$ cat config.mk
export PLATFORM = sky130hd
export DESIGN_NAME = pipe_stall_ctl_flat
export DESIGN_NICKNAME = d
export VERILOG_FILES = /design/src/rtl/pipe_stall_ctl_if.sv /design/src/rtl/pipe_stall_ctl.sv /design/src/flat_wrapper.sv
export SDC_FILE = /design/constraint.sdc
export NUM_CORES = 1
export LEC_CHECK = 0
export CAP_MARGIN = 0
export CORE_UTILIZATION = 30
export DETAILED_ROUTE_END_ITERATION = 7
export GPL_TIMING_DRIVEN = 0
export REMOVE_ABC_BUFFERS = 1
export SLEW_MARGIN = 20
export SYNTH_ARGS = -nofsm -noshare
export SYNTH_HDL_FRONTEND = slang
export SYNTH_SLANG_ARGS = --single-unit
$ cat constraint.sdc
create_clock -name clock -period 1.7 [get_ports clock]
set_input_delay 0.34 -clock clock [delete_from_list [all_inputs] [get_ports clock]]
set_output_delay 0.34 -clock clock [all_outputs]
set_load 0.01 [all_outputs]
$ cat src/rtl/pipe_stall_ctl_if.sv
// Purpose: ID-stage sequencer bus. It groups the hazard, MUL/DIV and branch inputs
//          with the pipeline-control and status outputs of pipe_stall_ctl.
// Ports (modport slave = controller side):
//   in : rs, rt, use_rs, use_rt, ern, ewreg, em2reg, is_md, md_ready, md_done, br_taken
//   out: wpcir, dbubble, fflush, md_start, md_tmo, stall_cnt[CNT_W], state[2]
interface pipe_stall_ctl_if #(
    parameter int unsigned CNT_W = 16
);
    logic [4:0]       rs;
    logic [4:0]       rt;
    logic             use_rs;
    logic             use_rt;
    logic [4:0]       ern;
    logic             ewreg;
    logic             em2reg;
    logic             is_md;
    logic             md_ready;
    logic             md_done;
    logic             br_taken;

    logic             wpcir;
    logic             dbubble;
    logic             fflush;
    logic             md_start;
    logic             md_tmo;
    logic [CNT_W-1:0] stall_cnt;
    logic [1:0]       state;

    // Pipeline side: drives ID/EX status, observes control outputs
    modport master (
        output rs, rt, use_rs, use_rt, ern, ewreg, em2reg,
               is_md, md_ready, md_done, br_taken,
        input  wpcir, dbubble, fflush, md_start, md_tmo, stall_cnt, state
    );

    // Controller side
    modport slave (
        input  rs, rt, use_rs, use_rt, ern, ewreg, em2reg,
               is_md, md_ready, md_done, br_taken,
        output wpcir, dbubble, fflush, md_start, md_tmo, stall_cnt, state
    );
endinterface

$ cat src/rtl/pipe_stall_ctl.sv
// Purpose: ID-stage pipeline sequencer. It stalls one cycle on a load-use hazard
//          against the EX load, issues MUL/DIV and holds ID until the result is back,
//          flushes IF on taken branches when there is no delay slot, counts stall cycles
//          and raises a sticky watchdog error if the multi-cycle unit never answers.
// Ports:
//   clock  : rising-edge clock
//   resetn : asynchronous active-low reset
//   bus    : pipe_stall_ctl_if.slave (hazard/MD/branch inputs, wpcir/dbubble/fflush/
//            md_start control outputs, md_tmo, stall_cnt and state status)
module pipe_stall_ctl #(
    parameter bit          DELAY_SLOT = 1'b1,
    parameter int unsigned CNT_W      = 16,
    parameter int unsigned MD_TMO     = 64
) (
    input  logic             clock,
    input  logic             resetn,
    pipe_stall_ctl_if.slave  bus
);

    localparam int unsigned WD_W = $clog2(MD_TMO) + 1;

    typedef enum logic [1:0] {
        RUN     = 2'd0,
        MD_WAIT = 2'd1,
        MD_DONE = 2'd2
    } state_e;

    state_e           state_q;
    logic [WD_W-1:0]  wd_q;
    logic             md_tmo_q;
    logic [CNT_W-1:0] stall_cnt_q;

    logic lu_haz_c;
    logic wpcir_c;
    logic dbubble_c;
    logic fflush_c;
    logic md_start_c;

    // Load in EX whose destination is a register the ID instruction actually reads
    assign lu_haz_c = bus.ewreg && bus.em2reg && (bus.ern != 5'd0) &&
                      ((bus.use_rs && (bus.ern == bus.rs)) ||
                       (bus.use_rt && (bus.ern == bus.rt)));

    // Pipeline control decode from the current state and ID/EX status
    always_comb begin
        wpcir_c    = 1'b1;
        dbubble_c  = 1'b0;
        fflush_c   = 1'b0;
        md_start_c = 1'b0;
        case (state_q)
            RUN: begin
                if (lu_haz_c) begin
                    wpcir_c   = 1'b0;
                    dbubble_c = 1'b1;
                end else if (bus.is_md) begin
                    // Hold ID either way; only start the unit when it can accept
                    wpcir_c    = 1'b0;
                    dbubble_c  = 1'b1;
                    md_start_c = bus.md_ready;
                end else if (bus.br_taken) begin
                    fflush_c = ~DELAY_SLOT;
                end
            end
            MD_WAIT: begin
                wpcir_c   = 1'b0;
                dbubble_c = 1'b1;
            end
            default: ;
        endcase
    end

    // Sequencer state, watchdog, sticky timeout and saturating stall counter
    always_ff @(posedge clock or negedge resetn) begin
        if (!resetn) begin
            state_q     <= RUN;
            wd_q        <= '0;
            md_tmo_q    <= 1'b0;
            stall_cnt_q <= '0;
        end else begin
            if (!wpcir_c && (stall_cnt_q != {CNT_W{1'b1}})) begin
                stall_cnt_q <= stall_cnt_q + CNT_W'(1);
            end
            case (state_q)
                RUN: begin
                    if (md_start_c) begin
                        state_q <= MD_WAIT;
                        wd_q    <= '0;
                    end
                end
                MD_WAIT: begin
                    wd_q <= wd_q + WD_W'(1);
                    // A result arriving on the last allowed cycle still counts as on time
                    if (bus.md_done) begin
                        state_q <= MD_DONE;
                    end else if (wd_q == WD_W'(MD_TMO - 1)) begin
                        md_tmo_q <= 1'b1;
                        state_q  <= MD_DONE;
                    end
                end
                MD_DONE: state_q <= RUN;
                default: state_q <= RUN;
            endcase
        end
    end

    assign bus.wpcir     = wpcir_c;
    assign bus.dbubble   = dbubble_c;
    assign bus.fflush    = fflush_c;
    assign bus.md_start  = md_start_c;
    assign bus.md_tmo    = md_tmo_q;
    assign bus.stall_cnt = stall_cnt_q;
    assign bus.state     = state_q;

endmodule

$ cat src/flat_wrapper.sv
// flat-port wrapper written by rule: the top's interface ports become plain ports
module pipe_stall_ctl_flat 
#(
    parameter bit          DELAY_SLOT = 1'b1,
    parameter int unsigned CNT_W      = 16,
    parameter int unsigned MD_TMO     = 64
)
  (clock, resetn, bus_rs, bus_rt, bus_use_rs, bus_use_rt, bus_ern, bus_ewreg, bus_em2reg, bus_is_md, bus_md_ready, bus_md_done, bus_br_taken, bus_wpcir, bus_dbubble, bus_fflush, bus_md_start, bus_md_tmo, bus_stall_cnt, bus_state);
  pipe_stall_ctl_if #(.CNT_W(CNT_W)) bus_i ();
  input  logic clock;
  input  logic resetn;
  input wire logic [$bits(bus_i.rs)-1:0] bus_rs;
  input wire logic [$bits(bus_i.rt)-1:0] bus_rt;
  input wire logic [$bits(bus_i.use_rs)-1:0] bus_use_rs;
  input wire logic [$bits(bus_i.use_rt)-1:0] bus_use_rt;
  input wire logic [$bits(bus_i.ern)-1:0] bus_ern;
  input wire logic [$bits(bus_i.ewreg)-1:0] bus_ewreg;
  input wire logic [$bits(bus_i.em2reg)-1:0] bus_em2reg;
  input wire logic [$bits(bus_i.is_md)-1:0] bus_is_md;
  input wire logic [$bits(bus_i.md_ready)-1:0] bus_md_ready;
  input wire logic [$bits(bus_i.md_done)-1:0] bus_md_done;
  input wire logic [$bits(bus_i.br_taken)-1:0] bus_br_taken;
  output wire logic [$bits(bus_i.wpcir)-1:0] bus_wpcir;
  output wire logic [$bits(bus_i.dbubble)-1:0] bus_dbubble;
  output wire logic [$bits(bus_i.fflush)-1:0] bus_fflush;
  output wire logic [$bits(bus_i.md_start)-1:0] bus_md_start;
  output wire logic [$bits(bus_i.md_tmo)-1:0] bus_md_tmo;
  output wire logic [$bits(bus_i.stall_cnt)-1:0] bus_stall_cnt;
  output wire logic [$bits(bus_i.state)-1:0] bus_state;
  assign bus_i.rs = bus_rs;
  assign bus_i.rt = bus_rt;
  assign bus_i.use_rs = bus_use_rs;
  assign bus_i.use_rt = bus_use_rt;
  assign bus_i.ern = bus_ern;
  assign bus_i.ewreg = bus_ewreg;
  assign bus_i.em2reg = bus_em2reg;
  assign bus_i.is_md = bus_is_md;
  assign bus_i.md_ready = bus_md_ready;
  assign bus_i.md_done = bus_md_done;
  assign bus_i.br_taken = bus_br_taken;
  assign bus_wpcir = bus_i.wpcir;
  assign bus_dbubble = bus_i.dbubble;
  assign bus_fflush = bus_i.fflush;
  assign bus_md_start = bus_i.md_start;
  assign bus_md_tmo = bus_i.md_tmo;
  assign bus_stall_cnt = bus_i.stall_cnt;
  assign bus_state = bus_i.state;
  pipe_stall_ctl #(.DELAY_SLOT(DELAY_SLOT), .CNT_W(CNT_W), .MD_TMO(MD_TMO)) u_core (.clock(clock), .resetn(resetn), .bus(bus_i));
endmodule
* Word-level counts from Yosys, hierarchy flattened
Cells that the tools add are included.
** Storage, ports and cells
- Bits of input ports :: 25
- Output and inout port bits :: 23
- Word-level logic and storage cells :: 43
- Register bits :: 26
** Operators by class
- Bitwise logic cells :: 1
- Mux-type cells :: 15
- Add/subtract/negate cells :: 2
- Reduce and logical (&&, ||, !) cells :: 14
- Equality and inequality tests :: 7
** Operators with widths (count)
- 16-bit by 1-bit adder with 16-bit output (second input constant) :: 1
- 16-bit != test (second input constant) :: 1
- 7-bit one-hot mux with 2 select lines :: 1
- 5-bit equality test :: 2
- 7-bit by 1-bit adder with 7-bit output (second input constant) :: 1
- 7-bit by 6-bit equality test with 1-bit output (second input constant) :: 1
- 1-bit two-way mux :: 7
- 7-bit two-way mux :: 1
- 1-bit logical AND :: 6
- 2-bit two-way mux :: 3
- 5-bit nonzero test :: 1
- 1-bit one-hot mux with 2 select lines :: 2
- 2-bit one-hot mux with 2 select lines :: 1
- 2-bit AND reduction :: 2
- 3-bit by 2-bit != test with 1-bit output (second input constant) :: 1
- 3-bit AND reduction :: 1
- 2-bit by 1-bit equality test with 1-bit output (second input constant) :: 1
- 2-bit logical NOT :: 1
- 2-bit != test (second input constant) :: 1
- 2-bit nonzero test :: 1
- 1-bit logical NOT :: 1
- 1-bit logical OR :: 1
- 1-bit inverter :: 1

* Logic depth before layout (Yosys ltp)
- Word-level depth :: 8
- Depth in mapped cells :: 7
- Depth with buffers taken out :: 7

* Least setup slack after synthesis
OpenSTA, ideal clock, no wires.
- Kind :: input port to output port
- From :: input port bus_ern[0]
- To :: output port bus_md_start
- Data required time :: 1.360 ns
- Path slack :: -0.171 ns
- Data arrival time :: 1.531 ns
- Stages on the path :: 4
- Path buffers :: 0
- Cells stage by stage :: or4_1 -> nor2_1 -> o311ai_1 -> nor3_1
** On the way
- Cells in the longest elaborated chain, start to end :: 6
- Elaborated cells between the ends (all ways) :: 10
- Those cells by class :: eq/ne: 2; mux: 2; reduce/logical: 6
** RTL lines
- start, declared :: RTL line flat_wrapper.sv:16 : input wire logic [$bits(bus_i.ern)-1:0] bus_ern;
- 5-bit equality test, on equally long branches :: RTL line pipe_stall_ctl.sv:41, pipe_stall_ctl.sv:42
- 1-bit logical AND, on equally long branches :: RTL line pipe_stall_ctl.sv:41, pipe_stall_ctl.sv:42
- 1-bit logical OR :: RTL line pipe_stall_ctl.sv:41 : ((bus.use_rs && (bus.ern == bus.rs)) ||
- 1-bit logical AND (*) :: RTL line pipe_stall_ctl.sv:40 : assign lu_haz_c = bus.ewreg && bus.em2reg && (bus.ern != 5'd0) &&
- 1-bit two-way mux (*) :: RTL line pipe_stall_ctl.sv:52 : if (lu_haz_c) begin
- 1-bit two-way mux (*) :: RTL line pipe_stall_ctl.sv:50 : case (state_q)
- end, declared :: RTL line flat_wrapper.sv:26 : output wire logic [$bits(bus_i.md_start)-1:0] bus_md_start;
Mark *: on every way between the ends. The rest lies on a longest branch, timed or not.

* Final worst setup path
- From :: input port bus_rt[2]
- To :: output port bus_md_start
** On the way
- Cells in the longest elaborated chain, start to end :: 6
** RTL lines
- start, declared :: RTL line flat_wrapper.sv:13 : input wire logic [$bits(bus_i.rt)-1:0] bus_rt;
- 5-bit equality test :: RTL line pipe_stall_ctl.sv:42 : (bus.use_rt && (bus.ern == bus.rt)));
- 1-bit logical AND :: RTL line pipe_stall_ctl.sv:42
- 1-bit logical OR :: RTL line pipe_stall_ctl.sv:41
- 1-bit logical AND :: RTL line pipe_stall_ctl.sv:40
- 1-bit two-way mux :: RTL line pipe_stall_ctl.sv:52
- 1-bit two-way mux :: RTL line pipe_stall_ctl.sv:50
No other way between the ends.

==> results.cfg <==
[run_status]
run_status = finished with violations
violations = setup timing

[floorplan]
io_pins = 48
initial_core_util_pct = 31.8
die_w_um = 70.4
core_um2 = 4410
fp.dieH_um = 70.4
fp.dieArea_um2 = 4960
rows = 24

[sta]
relSlewSlack_pct = 61.1
fin_skew_ps = 2.69
hold_slack_ps = 51.7
tightestPinTransition_ps = 584
rsz0062_at_grt = true
setup_violations = 20
fin_crit_ps = 2030
final.setup.tns_ps = -2850
maxSlewViolCount = 0
worst_slack_ps = -332
fin_crit_sh_pct = 120
hold_viol = 0
max_freq_ghz = 0.492

[global_route]
grt_first_pass_wirelength_um = 5950
grt_antenna_before_repair = 0
grt_max_degree = 27
grt_overflow = 0
first_global_vias = 1301
track_usage_pct = 14.9

[synth]
synth_area_um2 = 1410
async_reset_ff_share_pct = 100
yosysTopAreaCell = dfrtp_1
synth_cell_type_count = 37
ys_ff_latch = 26
synth-edff-count = 0
synth_warnings = 0
synth.most_common_cell = dfrtp_1
synthTopCellsByArea = dfrtp_1 (46%), xnor2_1 (10%), xor2_1 (5.6%)
synth-seq-area-share_pct = 46.3
synth_commonest_cells = dfrtp_1 (26), xnor2_1 (16), nand2_1 (9), nand3_1 (9), xor2_1 (9)
yosysTopAreaCellShare_pct = 46.3
avgSynthCellArea_um2 = 10.3
syn_inst = 137
ys.flop_type = dfrtp_1

[route]
routed_via_density = 5.17
initialDrtViolationCount = 35
wl_per_cell_um = 15.1
vias = 1287
wirelength_um = 3760
drc = 0
firstDrtPassIters = 4
ant_nets = 0

[finish]
final_util_pct = 54.7
fin_nets = 225
finalNonFillerCells = 249
syn2layout_area_growth_pct = 72.0
antenna_cells_inserted = 0
design_area_um2 = 2420
fillers = 386
drive_gt1_share_pct = 41.6

[critical_path]
required_ps = 1360
crit_path_end_kind = primary output
slowest_stage = o311ai_4
critPathMaxStageDelay_ps = 350
path_cells = buf_6, xor2_2, nor4_4, a32oi_4, o311ai_4, nor3_4, buf_2
critPathMaxFanout = 2
cp-startpoint = bus_rt[2]
start_kind = input port
r2r-start = u_core.bus.state[1]$_DFFE_PN0P_
arrival_ps = 1690
worstReg2RegEnd = u_core.bus.stall_cnt[14]$_DFFE_PN0P_
worstSetupPathType = in2out
cp-endpoint = bus_md_start
rr_worst_depth = 7
ff2ff_setup_slack_ps = -200

[pwr]
p_sw_w = 0.000779
clock_power_share_pct = 21.7
powerDensity_nw_per_um2 = 987
p_sw_share_pct = 32.7
p_int_w = 0.00161
p_leak_nw = 1.01
seqPwrFrac_pct = 38.6
vdd_drop_max_uv = 399
combPwrFrac_pct = 39.7

[clocking]
htreeDepth = 1
cts_max_path_buffers = 2
clk-insertion-delay-late_ps = 270
cts_tree = done
cts_made_buffers = 3
clk_pin_slew_ps = 90
root_buffer = clkbuf_8
cts.sinks = 26

[placement]
numPortBuffers = 45
hpwlAfterDp_um = 2450
gp_congestion = 0.733
placed_cells = 232
placed_cell_area_um2 = 1900

[flow_run]
cap_violations = 0

[min_path]
hp-class = in2async
[cells in the final DEF (no fill, tap or decap), drive strengths merged, types with 2 or more instances in the layout]
cell / instances
a21oi: 2
a31o: 2
and3: 8
and4: 5
buf: 26
clkbuf: 5
clkdlybuf4s15: 2
clkdlybuf4s50: 22
dfrtp: 26
dlygate4sd2: 6
ha: 2
inv: 7
mux2: 2
nand2: 9
nand3: 9
nand4: 6
nor2: 6
nor4: 2
o21ai: 6
or3: 3
xnor2: 16
xor2: 9
[kinds of logic after synthesis]
kind of cell / after synthesis / share of synthesized area (%)
AO/OA/AOI/OAI: 17 / 8.91
XOR/XNOR: 25 / 15.6
adder cells (fa/ha/maj): 2 / 1.78
buffers and inverters: 9 / 2.76
flip-flops: 26 / 46.3
multiplexers: 3 / 2.32
other: 1 / 0.267
AND/OR/NAND/NOR: 54 / 22.1
[worst min-delay path by stage]
stage | startpoint | endpoint | slack, ps | cells after the start
global placement | u_core.bus.md_tmo$_DFFE_PN0P_ | u_core.bus.md_tmo$_DFFE_PN0P_ | 460 | 1
floorplan | resetn | u_core.bus.md_tmo$_DFFE_PN0P_ | 40 | 0
detailed placement | resetn | u_core.bus.stall_cnt[10]$_DFFE_PN0P_ | 380 | 1
global route | resetn | u_core.bus.stall_cnt[8]$_DFFE_PN0P_ | 100 | 1
finish | resetn | u_core.bus.stall_cnt[10]$_DFFE_PN0P_ | 50 | 1
CTS | resetn | u_core.bus.stall_cnt[15]$_DFFE_PN0P_ | 80 | 1
[cell type report]
cell class / instances / area, µm² / share of cell area (%)
multi-input cells: 102 / 1040 / 43.0
flip-flops and latches: 26 / 656 / 27.1
repair buffers: 58 / 558 / 23.1
well taps: 52 / 65.1 / 2.69
clock buffers: 3 / 41.3 / 1.71
clock inverters: 1 / 30.0 / 1.24
inverters: 7 / 26.3 / 1.09
[worst max-delay path: cells and delay by family]
| family | cells | cell delay, ps |
|---|---|---|
| AND/OR/NAND/NOR | 2 | 400 |
| XOR/XNOR | 1 | 170 |
| buffers and inverters | 2 | 250 |
| AO/OA/AOI/OAI | 2 | 530 |
[power by group through the flow]
stage | clock network [W] | logic [W] | registers, W
2_1_floorplan | 0 | 0.000296 | 0.000915
3_3_place_gp | 0 | 0.000650 | 0.000900
3_5_place_dp | 0 | 0.000678 | 0.000904
4_1_cts | 0.000527 | 0.000802 | 0.000898
5_1_grt | 0.000543 | 0.00102 | 0.000944
6_report | 0.000518 | 0.000946 | 0.000920
[stage by stage]
step	worst slack [ps]	power (W)
5_1_grt	-387	0.00251
3_5_place_dp	-1450	0.00158
6_report	-332	0.00238
4_1_cts	-298	0.00223
2_1_floorplan	-324	0.00121
3_3_place_gp	-1400	0.00155
[sequential cells by signal, indices dropped and copies added (netlist names)]
register              cells
u_core.bus.md_tmo         1
u_core.bus.state          2
u_core.bus.stall_cnt     16
u_core.wd_q               7
[layer usage]
metal | vias up | global-route usage (%) | routed length [µm] | share of wire, %
li1 | 602 | - | - | -
met1 | 633 | 19.1 | 1600 | 43
met2 | 46 | 25.6 | 1950 | 52
met5 | - | 0 | 0 | 0
met3 | 6 | 2.02 | 150 | 4.0
met4 | 0 | 5.11 | 54 | 1.4
[repair_timing]
action | 4_1_cts | 5_1_grt
setup buffers | 9 | 6
pin swaps | 20 | 23
hold endpoints to repair | 0 | 0
gates resized for setup | 99 | 47
hold buffers | 0 | 0
endpoints found under the setup margin | 27 | 25
(Power assumes the default switching activity.)
